**src/rtl/ttl_pkg.sv**
```systemverilog
// Shared types and helpers for the TTL-style serial feeder blocks.
package ttl_pkg;

    typedef enum logic [1:0] {
        EMPTY    = 2'd0,
        LOADED   = 2'd1,
        SHIFTING = 2'd2
    } piso_state_t;

    localparam int unsigned TTL_DEF_WIDTH = 8;

    // Counter width for a modulo-width count, never narrower than one bit.
    function automatic int unsigned clog2_min1(input int unsigned width);
        return (width <= 2) ? 1 : $clog2(width);
    endfunction

endpackage

```
**src/rtl/ttl_bit_counter.sv**
```systemverilog
// Modulo-WIDTH bit counter with synchronous clear, enable and terminal count.
module ttl_bit_counter
    import ttl_pkg::*;
#(
    parameter int unsigned WIDTH = TTL_DEF_WIDTH,
    parameter int unsigned CNT_W = clog2_min1(WIDTH)
) (
    input  logic             clk,
    input  logic             rst_n,
    input  logic             clr,
    input  logic             en,
    output logic [CNT_W-1:0] count,
    output logic             tc_c
);

    assign tc_c = (count == CNT_W'(WIDTH - 1));

    always_ff @(posedge clk or negedge rst_n) begin
        if (!rst_n) begin
            count <= '0;
        end else if (clr) begin
            count <= '0;
        end else if (en) begin
            count <= tc_c ? '0 : count + CNT_W'(1);
        end
    end

endmodule

```
**src/rtl/ttl_piso_shift_165.sv**
```systemverilog
// SN74165-style parallel-in/serial-out shift register with bit counter and word strobe.
// Optional macro TTL_OUT_TRISTATE_EN: Q_H/Q_H_N float while OC is high.
module ttl_piso_shift_165
    import ttl_pkg::*;
#(
    parameter int unsigned WIDTH = TTL_DEF_WIDTH,
    localparam int unsigned CNT_W = clog2_min1(WIDTH)
) (
    input  logic             CLK,
    input  logic             CLR,
    input  logic             SH_LD,
    input  logic             CLK_INH,
    input  logic             SER,
    input  logic [WIDTH-1:0] D,
    input  logic             OC,
    output logic             Q_H,
    output logic             Q_H_N,
    output logic             WORD_DONE,
    output logic [CNT_W-1:0] BIT_CNT,
    output logic             BUSY
);

    piso_state_t      state;
    piso_state_t      state_next;
    logic [WIDTH-1:0] sreg;
    logic [WIDTH-1:0] sreg_next;
    logic             q_n;
    logic             busy_q;
    logic             done_q;
    logic             load_c;
    logic             shift_c;
    logic             cnt_en_c;
    logic             tc_c;

    always_ff @(posedge CLK or negedge CLR) begin
        if (!CLR) begin
            state <= EMPTY;
        end else begin
            state <= state_next;
        end
    end

    // Load wins over inhibit; only a counted shift can finish a word.
    always_comb begin
        state_next = state;
        if (!SH_LD) begin
            state_next = LOADED;
        end else if (!CLK_INH) begin
            case (state)
                EMPTY:            state_next = EMPTY;
                LOADED, SHIFTING: state_next = tc_c ? EMPTY : SHIFTING;
                default:          state_next = EMPTY;
            endcase
        end
    end

    // Shifts in EMPTY move data but are not part of a loaded word.
    always_comb begin
        load_c   = 1'b0;
        shift_c  = 1'b0;
        cnt_en_c = 1'b0;
        load_c   = !SH_LD;
        shift_c  = SH_LD && !CLK_INH;
        cnt_en_c = shift_c && (state != EMPTY);
    end

    ttl_bit_counter #(
        .WIDTH (WIDTH),
        .CNT_W (CNT_W)
    ) u_bit_counter (
        .clk   (CLK),
        .rst_n (CLR),
        .clr   (load_c),
        .en    (cnt_en_c),
        .count (BIT_CNT),
        .tc_c  (tc_c)
    );

    always_comb begin
        sreg_next = sreg;
        if (load_c) begin
            sreg_next = D;
        end else if (shift_c) begin
            sreg_next = {sreg[WIDTH-2:0], SER};
        end
    end

    always_ff @(posedge CLK or negedge CLR) begin
        if (!CLR) begin
            sreg   <= '0;
            q_n    <= 1'b1;
            busy_q <= 1'b0;
            done_q <= 1'b0;
        end else begin
            sreg   <= sreg_next;
            q_n    <= ~sreg_next[WIDTH-1];
            busy_q <= (state_next == SHIFTING);
            done_q <= cnt_en_c && tc_c;
        end
    end

    assign WORD_DONE = done_q;
    assign BUSY      = busy_q;

`ifdef TTL_OUT_TRISTATE_EN
    assign Q_H   = OC ? 1'bz : sreg[WIDTH-1];
    assign Q_H_N = OC ? 1'bz : q_n;
`else
    logic unused_oc;
    assign unused_oc = OC;
    assign Q_H       = sreg[WIDTH-1];
    assign Q_H_N     = q_n;
`endif

endmodule

```
**config.mk**
```make
export PLATFORM = sky130hd
export DESIGN_NAME = ttl_piso_shift_165
export DESIGN_NICKNAME = d
export VERILOG_FILES = /design/src/rtl/ttl_pkg.sv /design/src/rtl/ttl_bit_counter.sv /design/src/rtl/ttl_piso_shift_165.sv
export SDC_FILE = /design/constraint.sdc
export NUM_CORES = 1
export LEC_CHECK = 0
export CAP_MARGIN = 20
export CORE_MARGIN = 3
export CORE_UTILIZATION = 40
export DETAILED_ROUTE_END_ITERATION = 12
export PLACE_DENSITY = 0.72
export SYNTH_ARGS = -nofsm -noshare
export SYNTH_HDL_FRONTEND = slang
export SYNTH_SLANG_ARGS = --single-unit
```
**constraint.sdc**
```tcl
create_clock -name CLK -period 4.9 [get_ports CLK]
set_clock_uncertainty 0.2 [all_clocks]
set_input_delay 1.225 -clock CLK [delete_from_list [all_inputs] [get_ports CLK]]
set_output_delay 1.225 -clock CLK [all_outputs]
set_load 0.05 [all_outputs]
```
==> impl_summary.txt, run 1 <==
----------------------------------------------------
[Synthesis]
  Number of warnings printed during yosys synthesis ... 0
  Share of cell area taken by muxes after synthesis ... 10.8%
  Dominant cells by area after synthesis ... dfrtp_1 51%, mux2i_1 11%, a21oi_1 5.4%
  Yosys top cell area share ... 50.5%
  Sequential-to-total area share from yosys stat ... 54.0%
  Post-synthesis share of cell area spent on and, or, nand and nor gates ... 12.5%
  Dominant cell by count in the synthesized netlist ... dfrtp_1
  EDFF count, synth ... 0
  Post-Synthesis Mean Instance Area ... 10.9 um2
  Adder-cell share of the synthesized area ... between 5 and 6%
  Top cells by count, synth ... 15 x dfrtp_1, 8 x a21oi_1, 8 x mux2i_1, 8 x nor2_1
  Cell Area, Synth ... 743 um2
  Synthesized-area fraction occupied by xor and xnor cells ... 0%
  Share of async-settable or async-resettable flops after synthesis ... 100%
  Post-synthesis cell type with the largest combined area ... dfrtp_1
  #FFs+latches synth ... 16
  Synth unique cells ... 21
  Post-Syn Instances ... 68
  Post-synthesis compound-gate area fraction ... 13.5%
  Nets in the synthesized netlist ... 85
  Dominant combinational cell family by area after synthesis ... compound AO/OA/AOI/OAI gates
  Dominant synthesized flop cell ... dfrtp_1

[Clocking]
  Number of clock buffers inserted by TritonCTS ... 3
  Total number of H-tree levels ... 1
  CTS sink count ... 16
  CTS tree ... built
  Root buffer selected by CTS ... clkbuf_4
  Total of hold buffers inserted after clock tree synthesis ... 0
  Largest buffer count on any clock path ... 2
  Number of setup buffers added after CTS ... 0
  Worst-path clk slew ... 0.09 ns
  Count of instances resized after the clock tree is built ... 0
  Later-pin clock latency in the skew report ... between 0.2 and 0.3 ns

[Detailed routing]
  Post-route antenna net violation count ... 0
  1st-pass router iterations ... 2
  Initial DRC Count ... 1
  Total routed wirelength ... ~1.2 mm
  Via count ... approximately 540
  DRC errors left ... 0
  Vias per cell ... 4.84
  Average routed wire per standard cell ... ~11 um

[Power]
  Standby leakage power ... approximately 0.00043 uW
  Fraction of power spent switching nets ... between 20% and 30%
  Clock network fraction of total power ... approximately a quarter
  PwrDens ... between 200 and 300 nW/um2
  Internal portion of total power ... 202 uW
  Worst-case vdd ir drop ... 0.000171 V
  Sequential share of power ... 53.6%
  Net switching power of the design ... between 70 and 80 uW
  Combinational cell fraction of total power ... between 20% and 30%

[Timing]
  Number of setup violations in the final report ... 0
  Unrepaired setup endpoints after global routing ... no
  Number of max-slew violations in the final report ... 0
  Worst slew slack as a fraction of its limit ... 48.8%
  Sum of negative setup slack ... 0 ns
  Final setup margin ... 1.89 ns
  Pin slew with the least headroom to its limit ... 0.766 ns
  Highest attainable clock frequency ... 0.332 GHz
  Fin crit period ... 3.01 ns
  Ratio of final minimum period to clock period ... 61.5%
  Number of failing hold endpoints at the final stage ... 0

[Floorplan]
  Die outline area ... 2410 um2
  Placeable Area ... 1630 um2
  Number of top-level design ports ... 21
  Count of standard-cell rows ... 14
  Effective utilization at floorplan ... 45.6%
  DIE WIDTH ... between 40 and 50 um
  Height of the die ... 49.1 um

[Cells and area]
  Final non-filler cell area ... 966 um2
  Layout Area Growth over Synthesis ... 30.0%
  Layout cells sized above 1 ... 5.75%
  Non-filler cells in the finished layout ... 111
  Number of diodes added for antenna fixing ... 0
  Layout Utilization ... 59.3%
  Nets ... 105

[Setup path]
  Highest net fanout along the worst path ... 1
  Terminus of the critical flop-to-flop path ... u_bit_counter.count[1]$_DFFE_PN0P_
  Register-to-register setup slack ... between 3 and 4 ns
  Startpoint of the most critical setup path ... Q_H_N$_DFF_PN1_
  Delay-heaviest family, CP ... buffers and inverters
  Critical Path AT ... 1.59 ns
  Length in cells of the worst reg-to-reg path ... 4
  Startpoint of the most critical register-to-register path ... u_bit_counter.count[0]$_DFFE_PN0P_
  Buffers and inverters on the worst path ... 1
  Worst setup SP type ... register
  CP Cell Sequence ... clkdlybuf4s50_1
  Delay of the slowest critical-path stage ... 0.79 ns
  CP Data Required Time ... roughly 3.5 ns
  Crit path to ... Q_H_N
  Critical path start-end classification ... register to primary output
  Nature of the critical path endpoint ... primary output
  WP depth ... 1
  Worst-path cell with the longest stage delay ... clkdlybuf4s50_1

[Min path]
  Number of cells traversed by the worst hold path ... 2
  Classification of the worst-slack hold path ... register to register

[Global routing]
  Number of antenna violations at the first check in global routing ... 0
  Via count of the first global-routing pass ... 530
  Total global-route track usage ... a little under an eighth
  Largest net degree at the start of global routing ... 25
  First-pass GRT wire length ... 2.16 mm
  Total overflow reported by the global router ... 0

[Placed design]
  Post-placement worst setup slack ... 1.77 ns
  Area post-placement ... roughly 940 um2
  Weighted congestion at the end of routability-driven global placement ... 0.711
  Detailed Place HPWL ... 898 um
  Port Buf Inserts ... 19
  Count of placed standard cells including taps ... 107

[Status]
  Status ... completed

[Run]
  Max-cap violations ... 0

----------------------------------------------------
## registers in the layout, summed over array words and instances (netlist names)
register             cells
sreg                     8
u_bit_counter.count      3
state                    2
BUSY                     1
Q_H_N                    1
WORD_DONE                1
## layer usage
layer | up-vias | GRT usage (%) | part of all wire [%]
li1 | 278 | - | -
met2 | 16 | 19.9 | 50
met3 | 0 | 4.59 | 7.9
met5 | - | 0 | 0
met4 | 0 | 7.11 | 0
met1 | 243 | 12.1 | 42
## cells in the final DEF, fill, tap and decap left out
| cell type | count |
|---|---|
| clkdlybuf4s50_1 | 19 |
| dfrtp_1 | 15 |
| mux2i_1 | 8 |
| nor2_1 | 8 |
| a21oi_1 | 8 |
| nand2_1 | 4 |
| a21boi_1 | 4 |
| o21ai_0 | 3 |
| ha_1 | 3 |
| clkbuf_4 | 3 |
| inv_1 | 2 |
| dfstp_2 | 1 |
| or3b_2 | 1 |
| a21o_1 | 1 |
| nand3b_1 | 1 |
| nor3_1 | 1 |
| or4_1 | 1 |
| or4b_1 | 1 |
| or3b_1 | 1 |
| a21boi_0 | 1 |
| clkbuf_1 | 1 |
## power by group through the flow
stage                     clock network [uW]  registers, uW  logic, uW
after CTS                               74.8            149       59.4
after detailed placement                   0            152       59.1
after global routing                    82.5            150       64.0
after global placement                     0            151       58.0
final                                   70.7            149       58.5
after floorplan                            0            164       23.9
## kinds of logic (layout without fill, tap and decap cells)
family	count (synthesis)	count (layout)
compound gates	17	17
buf+inv	6	25
mux	8	8
simple gates	18	18
fa+ha+maj	3	3
flops	16	16
## worst min path at each step
| stage | start | end | slack, ns |
|---|---|---|---|
| final | state[0]$_DFF_PN0_ | state[0]$_DFF_PN0_ | 0.31 |
| after global routing | state[0]$_DFF_PN0_ | state[0]$_DFF_PN0_ | 0.37 |
| after CTS | state[0]$_DFF_PN0_ | state[0]$_DFF_PN0_ | 0.32 |
| after detailed placement | state[0]$_DFF_PN0_ | state[0]$_DFF_PN0_ | 0.30 |
| after global placement | state[0]$_DFF_PN0_ | state[0]$_DFF_PN0_ | 0.28 |
| after floorplan | state[0]$_DFF_PN0_ | state[0]$_DFF_PN0_ | 0.26 |
## final cells by class
cell class | instances | area [um2]
Fill cell | 154 | 663
Sequential cell | 16 | 402
Multi-Input combinational cell | 46 | 310
Timing Repair Buffer | 19 | 190
Tap cell | 24 | 30.0
Clock buffer | 4 | 26.3
Inverter | 2 | 7.51
## per-stage QoR
stage | hold slack (ns) | total power (uW)
floorplan | 0.260 | 188
global placement | 0.276 | 209
detailed placement | 0.296 | 211
CTS | 0.320 | 283
global route | 0.370 | 297
finish | 0.311 | 278
Note: power is estimated with default switching activity, not from simulation.
==> run 2: changes to the inputs <==
- PLACE_DENSITY: 0.72 -> 0.74
- clock period: 4.9 -> 2.7 ns (I/O delays scaled with it)
==> run 2 against run 1 <==
Effect of this change:
- wire length up 3.9%
- clock power up 88%
- design area up 2.3%
- clock-buffer cell count unchanged
- non-clock buffer count up 3
- critical path depth unchanged
- via count up 2.0%
- sequential share of layout area down 0.95 points
- sequential power up 81%
- die area unchanged
- largest cell class unchanged
- largest power group unchanged
- highest routed layer is now met4
==> impl_summary.txt, run 2 (synthesis gave the netlist of run 1 again) <==
----------------------------------------------------
[Cells and area]
  Most common library cell in the layout ignoring fill and taps ... clkdlybuf4s50_1
  Largest Register ... sreg
  Multi-input logic area ... 310 um2 (unchanged)
  Fill cells ... 154 (unchanged)
  Largest register FFs ... 8 (unchanged)
  Nets ... 108 (+2.9%)
  Layout Area Growth over Synthesis ... 33.0%
  Combined flip-flop and latch cell area ... 402 um2 (unchanged)
  Non-filler cells in the finished layout ... 114 (+2.7%)
  Number of diodes added for antenna fixing ... 0 (unchanged)
  Most frequent cells in the layout ... 19 x clkdlybuf4s50_1, 15 x dfrtp_1, 8 x mux2i_1, 8 x nor2_1, 8 x a21oi_1
  Registers with the most flip-flops ... sreg x8, u_bit_counter.count x3, state x2
  Layout cells sized above 1 ... 8.89% (+3.1 points)

[Setup path]
  Critical Path AT ... 1.59 ns (about the same)
  Delay of the slowest critical-path stage ... 0.79 ns (about the same)
  Nature of the critical path endpoint ... primary output
  Highest net fanout along the worst path ... 1 (unchanged)
  CP Cell Sequence ... clkdlybuf4s50_1
  Worst-path cell with the longest stage delay ... clkdlybuf4s50_1
  Buffers and inverters on the worst path ... 1 (unchanged)
  Critical path start-end classification ... register to primary output
  Delay-heaviest family, CP ... buffers and inverters
  CP Data Required Time ... 1.82 ns (-1.65 ns)
  Worst setup SP type ... register

[Detailed routing]
  Average routed wire per standard cell ... 11.4 um (+1.1%)
  Initial DRC Count ... 5 (+4)
  Total routed wirelength ... 1.29 mm (+3.9%)
  DRC errors left ... 0 (unchanged)
  Post-route antenna net violation count ... 0 (unchanged)
  1st-pass router iterations ... 4 (+2)
  Vias per cell ... 4.81 (-0.64%)
  Via count ... 548 (+2.0%)

[Floorplan]
  Die outline area ... 2410 um2 (unchanged)
  Height of the die ... 49.1 um (unchanged)
  Placeable Area ... 1630 um2 (unchanged)
  Effective utilization at floorplan ... 45.6% (unchanged)
  Number of top-level design ports ... 21 (unchanged)
  Count of standard-cell rows ... 14 (unchanged)
  DIE WIDTH ... 49.1 um (unchanged)

[Clocking]
  Root buffer selected by CTS ... clkbuf_4
  Total of hold buffers inserted after clock tree synthesis ... 0 (unchanged)
  Largest buffer count on any clock path ... 2 (unchanged)
  Number of clock buffers inserted by TritonCTS ... 3 (unchanged)
  Worst-path clk slew ... 0.09 ns (about the same)
  Count of instances resized after the clock tree is built ... 0 (unchanged)
  Number of setup buffers added after CTS ... 0 (unchanged)
  Later-pin clock latency in the skew report ... 0.28 ns (about the same)
  Total number of H-tree levels ... 1 (unchanged)
  CTS tree ... built
  CTS sink count ... 16 (unchanged)

[Timing]
  Final worst hold slack ... 0.313 ns (+0.00200 ns)
  Pin slew with the least headroom to its limit ... 0.711 ns (-0.0550 ns)
  Worst slew slack as a fraction of its limit ... 52.5% (+3.7 points)
  Sum of negative setup slack ... 0 ns (unchanged)
  Fin crit period ... 2.47 ns
  Number of setup violations in the final report ... 0 (unchanged)
  Number of failing hold endpoints at the final stage ... 0 (unchanged)
  Ratio of final minimum period to clock period ... 91.4%
  Highest attainable clock frequency ... 0.405 GHz
  Number of max-slew violations in the final report ... 0 (unchanged)
  Unrepaired setup endpoints after global routing ... no

[Power]
  Sequential share of power ... 52.7% (-0.9 points)
  Combinational cell fraction of total power ... 21.4% (+0.4 points)
  PwrDens ... 519 nW/um2 (+80%)
  Worst-case vdd ir drop ... 0.000328 V (+92%)
  Net switching power of the design ... 144 uW (+88%)
  Internal portion of total power ... 369 uW (+83%)
  Standby leakage power ... 0.000446 uW (+3.3%)
  Clock network fraction of total power ... 25.9% (+0.5 points)
  Fraction of power spent switching nets ... 28.1% (+0.52 points)

[Run]
  Max-cap violations ... 0 (unchanged)

[Global routing]
  Number of antenna violations at the first check in global routing ... 0 (unchanged)
  Total global-route track usage ... 12.2% (+0.43 points)
  Via count of the first global-routing pass ... 518 (-2.3%)
  First-pass GRT wire length ... 2.26 mm (+4.8%)
  Total overflow reported by the global router ... 0 (unchanged)
  Largest net degree at the start of global routing ... 17 (-32%)

[Min path]
  Classification of the worst-slack hold path ... register to register

[Status]
  Status ... completed

[Placed design]
  Port Buf Inserts ... 19 (unchanged)
  Detailed Place HPWL ... 932 um (+3.8%)
  Count of placed standard cells including taps ... 110 (+2.8%)
  Weighted congestion at the end of routability-driven global placement ... 0.725 (+2.0%)

----------------------------------------------------
==> run 2: per-layer routing <==
metal | vias up | part of all wire [%] | GRT usage [%]
li1 | 279 | - | -
met1 | 251 | 46 | 14.3
met2 | 16 | 46 | 19.0
met3 | 2 | 7.1 | 4.28
met4 | 0 | 0.77 | 7.11
met5 | - | 0 | 0
==> run 2: worst paths after layout <==
kind	from	end	slack (ns)	depth (start not counted)
worst max-delay path	Q_H_N$_DFF_PN1_	Q_H_N	0.23	1
worst min-delay path	state[0]$_DFF_PN0_	state[0]$_DFF_PN0_	0.31	2
worst max register to register	u_bit_counter.count[0]$_DFFE_PN0P_	u_bit_counter.count[1]$_DFFE_PN0P_	0.91	4
worst min register to register	state[0]$_DFF_PN0_	state[0]$_DFF_PN0_	0.31	2
max in group asynchronous	CLR	sreg[2]$_DFFE_PN0P_	1.24	1
min in group asynchronous	CLR	u_bit_counter.count[0]$_DFFE_PN0P_	0.61	1
==> run 2: metrics by stage <==
step	area [um2]	setup slack, ns	utilization [%]	total power, uW
global route	988	0.201	60.7	541
floorplan	743	0.749	-	340
finish	988	0.232	60.7	513
global placement	962	0.545	59.1	382
detailed placement	962	0.541	59.1	385
CTS	988	0.220	60.7	519
==> run 2: worst reg2reg max path: stages (launching register included) <==
cell	delay, ns
dfrtp_1	0.41
ha_1	0.21
ha_1	0.22
or4b_1	0.53
a21boi_1	0.15
==> run 2: power groups by stage <==
| stage | clock network (uW) | registers, uW | logic [uW] |
|---|---|---|---|
| floorplan | 0 | 297 | 43.4 |
| global placement | 0 | 274 | 108 |
| finish | 133 | 270 | 110 |
| detailed placement | 0 | 275 | 110 |
| global route | 149 | 273 | 119 |
| CTS | 137 | 270 | 111 |
==> run 2: final cells by class <==
cell class | count | share of cell area (%)
timing repair buffer | 22 | 21.5
tap | 24 | 3.04
multi-input combinational | 46 | 31.4
clock buffer | 4 | 2.66
sequential | 16 | 40.6
inverter | 2 | 0.759
==> run 3: changes to the inputs <==
- REMOVE_ABC_BUFFERS: unset -> 1
- TNS_END_PERCENT: unset -> 30
==> run 3 against run 2 <==
Effect of this change:
- cell count is 0.88% lower
- clock power is 16% higher
- flip-flop and latch count unchanged
- design area is 0.25% higher
- via count fell by 0.73%
- setup slack lost 0.0016 ns
- sequential share of layout area is 0.10 points lower
- core utilization rose by 0.15 points
==> impl_summary.txt, run 3 (synthesis gave the netlist of run 1 again) <==
----------------------------------------------------
[Status]
  Status ... completed

[Setup path]
  Highest net fanout along the worst path ... 1 (unchanged)
  Nature of the critical path endpoint ... primary output
  Worst-path cell with the longest stage delay ... clkdlybuf4s50_1
  Delay-heaviest family, CP ... buffers and inverters
  Critical path start-end classification ... register to primary output
  Buffers and inverters on the worst path ... 1 (unchanged)
  Worst setup SP type ... register
  Register-to-register setup slack ... 0.93 ns (+0.02 ns)
  Critical Path AT ... 1.59 ns (about the same)
  CP Data Required Time ... 1.82 ns (about the same)
  Terminus of the critical flop-to-flop path ... u_bit_counter.count[1]$_DFFE_PN0P_
  CP Cell Sequence ... clkdlybuf4s50_1
  Startpoint of the most critical setup path ... Q_H_N$_DFF_PN1_
  Startpoint of the most critical register-to-register path ... u_bit_counter.count[0]$_DFFE_PN0P_
  Crit path to ... Q_H_N
  WP depth ... 1 (unchanged)
  Length in cells of the worst reg-to-reg path ... 4 (unchanged)
  Delay of the slowest critical-path stage ... 0.79 ns (about the same)

[Detailed routing]
  Post-route antenna net violation count ... 0 (unchanged)
  1st-pass router iterations ... 4 (unchanged)
  Vias per cell ... 4.81 (+0.15%)
  Average routed wire per standard cell ... 10.2 um (-9.9%)
  DRC errors left ... 0 (unchanged)
  Initial DRC Count ... 3 (-2)
  Total routed wirelength ... 1.16 mm (-11%)
  Via count ... 544 (-0.73%)

[Clocking]
  Number of setup buffers added after CTS ... 0 (unchanged)
  Total of hold buffers inserted after clock tree synthesis ... 0 (unchanged)
  Worst-path clk slew ... 0.09 ns (about the same)
  Total number of H-tree levels ... 1 (unchanged)
  Largest buffer count on any clock path ... 2 (unchanged)
  Later-pin clock latency in the skew report ... 0.28 ns (about the same)
  Root buffer selected by CTS ... clkbuf_4
  CTS tree ... built
  CTS sink count ... 16 (unchanged)
  Number of clock buffers inserted by TritonCTS ... 3 (unchanged)
  Count of instances resized after the clock tree is built ... 0 (unchanged)

[Cells and area]
  Number of diodes added for antenna fixing ... 0 (unchanged)
  Largest Register ... sreg
  Most common library cell in the layout ignoring fill and taps ... clkdlybuf4s50_1
  Largest register FFs ... 8 (unchanged)
  Multi-input logic area ... 310 um2 (unchanged)
  Registers with the most flip-flops ... sreg x8, u_bit_counter.count x3, state x2
  Most frequent cells in the layout ... 19 x clkdlybuf4s50_1, 15 x dfrtp_1, 8 x mux2i_1, 8 x nor2_1, 8 x a21oi_1
  Combined flip-flop and latch cell area ... 402 um2 (unchanged)
  Layout Area Growth over Synthesis ... 33.3%
  Layout Utilization ... 60.8% (+0.15 points)
  Fill cells ... 147 (-4.5%)
  Layout cells sized above 1 ... 8.99% (+0.10 points)
  Nets ... 107 (-0.93%)

[Global routing]
  First-pass GRT wire length ... 2.17 mm (-4.3%)
  Largest net degree at the start of global routing ... 17 (unchanged)
  Via count of the first global-routing pass ... 530 (+2.3%)
  Number of antenna violations at the first check in global routing ... 0 (unchanged)
  Total global-route track usage ... 11.6% (-0.58 points)
  Total overflow reported by the global router ... 0 (unchanged)

[Power]
  Internal portion of total power ... 392 uW (+6.4%)
  PnR Total Power ... 531 uW (+3.6%)
  Fraction of power spent switching nets ... 26.2% (-1.9 points)
  Combinational cell fraction of total power ... 20.2% (-1.2 points)
  Net switching power of the design ... 139 uW (-3.5%)
  Worst-case vdd ir drop ... 0.000315 V (-4.0%)
  Sequential share of power ... 50.7% (-2.0 points)
  Standby leakage power ... 0.000447 uW (+0.27%)
  PwrDens ... 536 nW/um2 (+3.4%)
  Clock network fraction of total power ... 29.0% (+3.1 points)

[Min path]
  Classification of the worst-slack hold path ... register to register

[Floorplan]
  DIE WIDTH ... 49.1 um (unchanged)
  Height of the die ... 49.1 um (unchanged)
  Count of standard-cell rows ... 14 (unchanged)
  Die outline area ... 2410 um2 (unchanged)
  Placeable Area ... 1630 um2 (unchanged)
  Number of top-level design ports ... 21 (unchanged)
  Effective utilization at floorplan ... 45.6% (unchanged)

[Timing]
  Worst slew slack as a fraction of its limit ... 54.1% (+1.6 points)
  Number of setup violations in the final report ... 0 (unchanged)
  Pin slew with the least headroom to its limit ... 0.687 ns (-0.0243 ns)
  Number of failing hold endpoints at the final stage ... 0 (unchanged)
  Fin crit period ... 2.47 ns (+0.00157 ns)
  Ratio of final minimum period to clock period ... 91.5% (about the same)
  Highest attainable clock frequency ... 0.405 GHz (about the same)
  Sum of negative setup slack ... 0 ns (unchanged)
  Number of max-slew violations in the final report ... 0 (unchanged)
  Unrepaired setup endpoints after global routing ... no

[Placed design]
  Port Buf Inserts ... 19 (unchanged)
  Detailed Place HPWL ... 865 um (-7.2%)
  Weighted congestion at the end of routability-driven global placement ... 0.705 (-2.8%)

[Run]
  Max-cap violations ... 0 (unchanged)

----------------------------------------------------
run 3: power groups by stage:
stage          Sequential, uW  Combinational, uW  Clock, uW
2_1_floorplan             297               34.7          0
3_3_place_gp              274                107          0
3_5_place_dp              275                109          0
4_1_cts                   270                109        162
5_1_grt                   273                119        172
6_report                  270                108        154
run 3: worst min-delay path by stage:
stage                            start                 end  slack [ns]  depth (start not counted)
global placement    state[0]$_DFF_PN0_  state[0]$_DFF_PN0_        0.28                          2
global route        state[0]$_DFF_PN0_  state[0]$_DFF_PN0_        0.37                          2
finish              state[0]$_DFF_PN0_  state[0]$_DFF_PN0_        0.30                          2
floorplan                          CLR      BUSY$_DFF_PN0_        0.18                          0
detailed placement  state[0]$_DFF_PN0_  state[0]$_DFF_PN0_        0.28                          2
CTS                 state[0]$_DFF_PN0_  state[0]$_DFF_PN0_        0.30                          2
run 3: worst min-delay path, cell delays in order, from the launching register on:
cell and delay [ns]:
dfrtp_1 0.36, nand2_1 0.06, nand2_1 0.06
run 3: area by class of cell:
type                       count  share of cell area, %
timing repair buffer          21                   20.7
inverter                       2                  0.758
multi-input combinational     46                   31.3
sequential                    16                   40.5
clock buffer                   4                   3.66
tap                           24                   3.03
run 3: per-layer routing:
metal | up-vias | track usage (%) | share of wire (%)
li1 | 284 | - | -
met4 | 0 | 5.69 | 0
met2 | 19 | 18.3 | 45
met5 | - | 0 | 0
met1 | 241 | 14.4 | 47
met3 | 0 | 3.36 | 7.8
run 3: stage by stage:
step / hold WS (ns) / setup WS (ns) / cell area [um2] / instances
6_report: 0.301 / 0.230 / 991 / 113
3_3_place_gp: 0.279 / 0.401 / 955 / 109
5_1_grt: 0.366 / 0.198 / 991 / 113
4_1_cts: 0.304 / 0.209 / 991 / 113
2_1_floorplan: 0.179 / 0.749 / 719 / 64
3_5_place_dp: 0.283 / 0.393 / 955 / 109
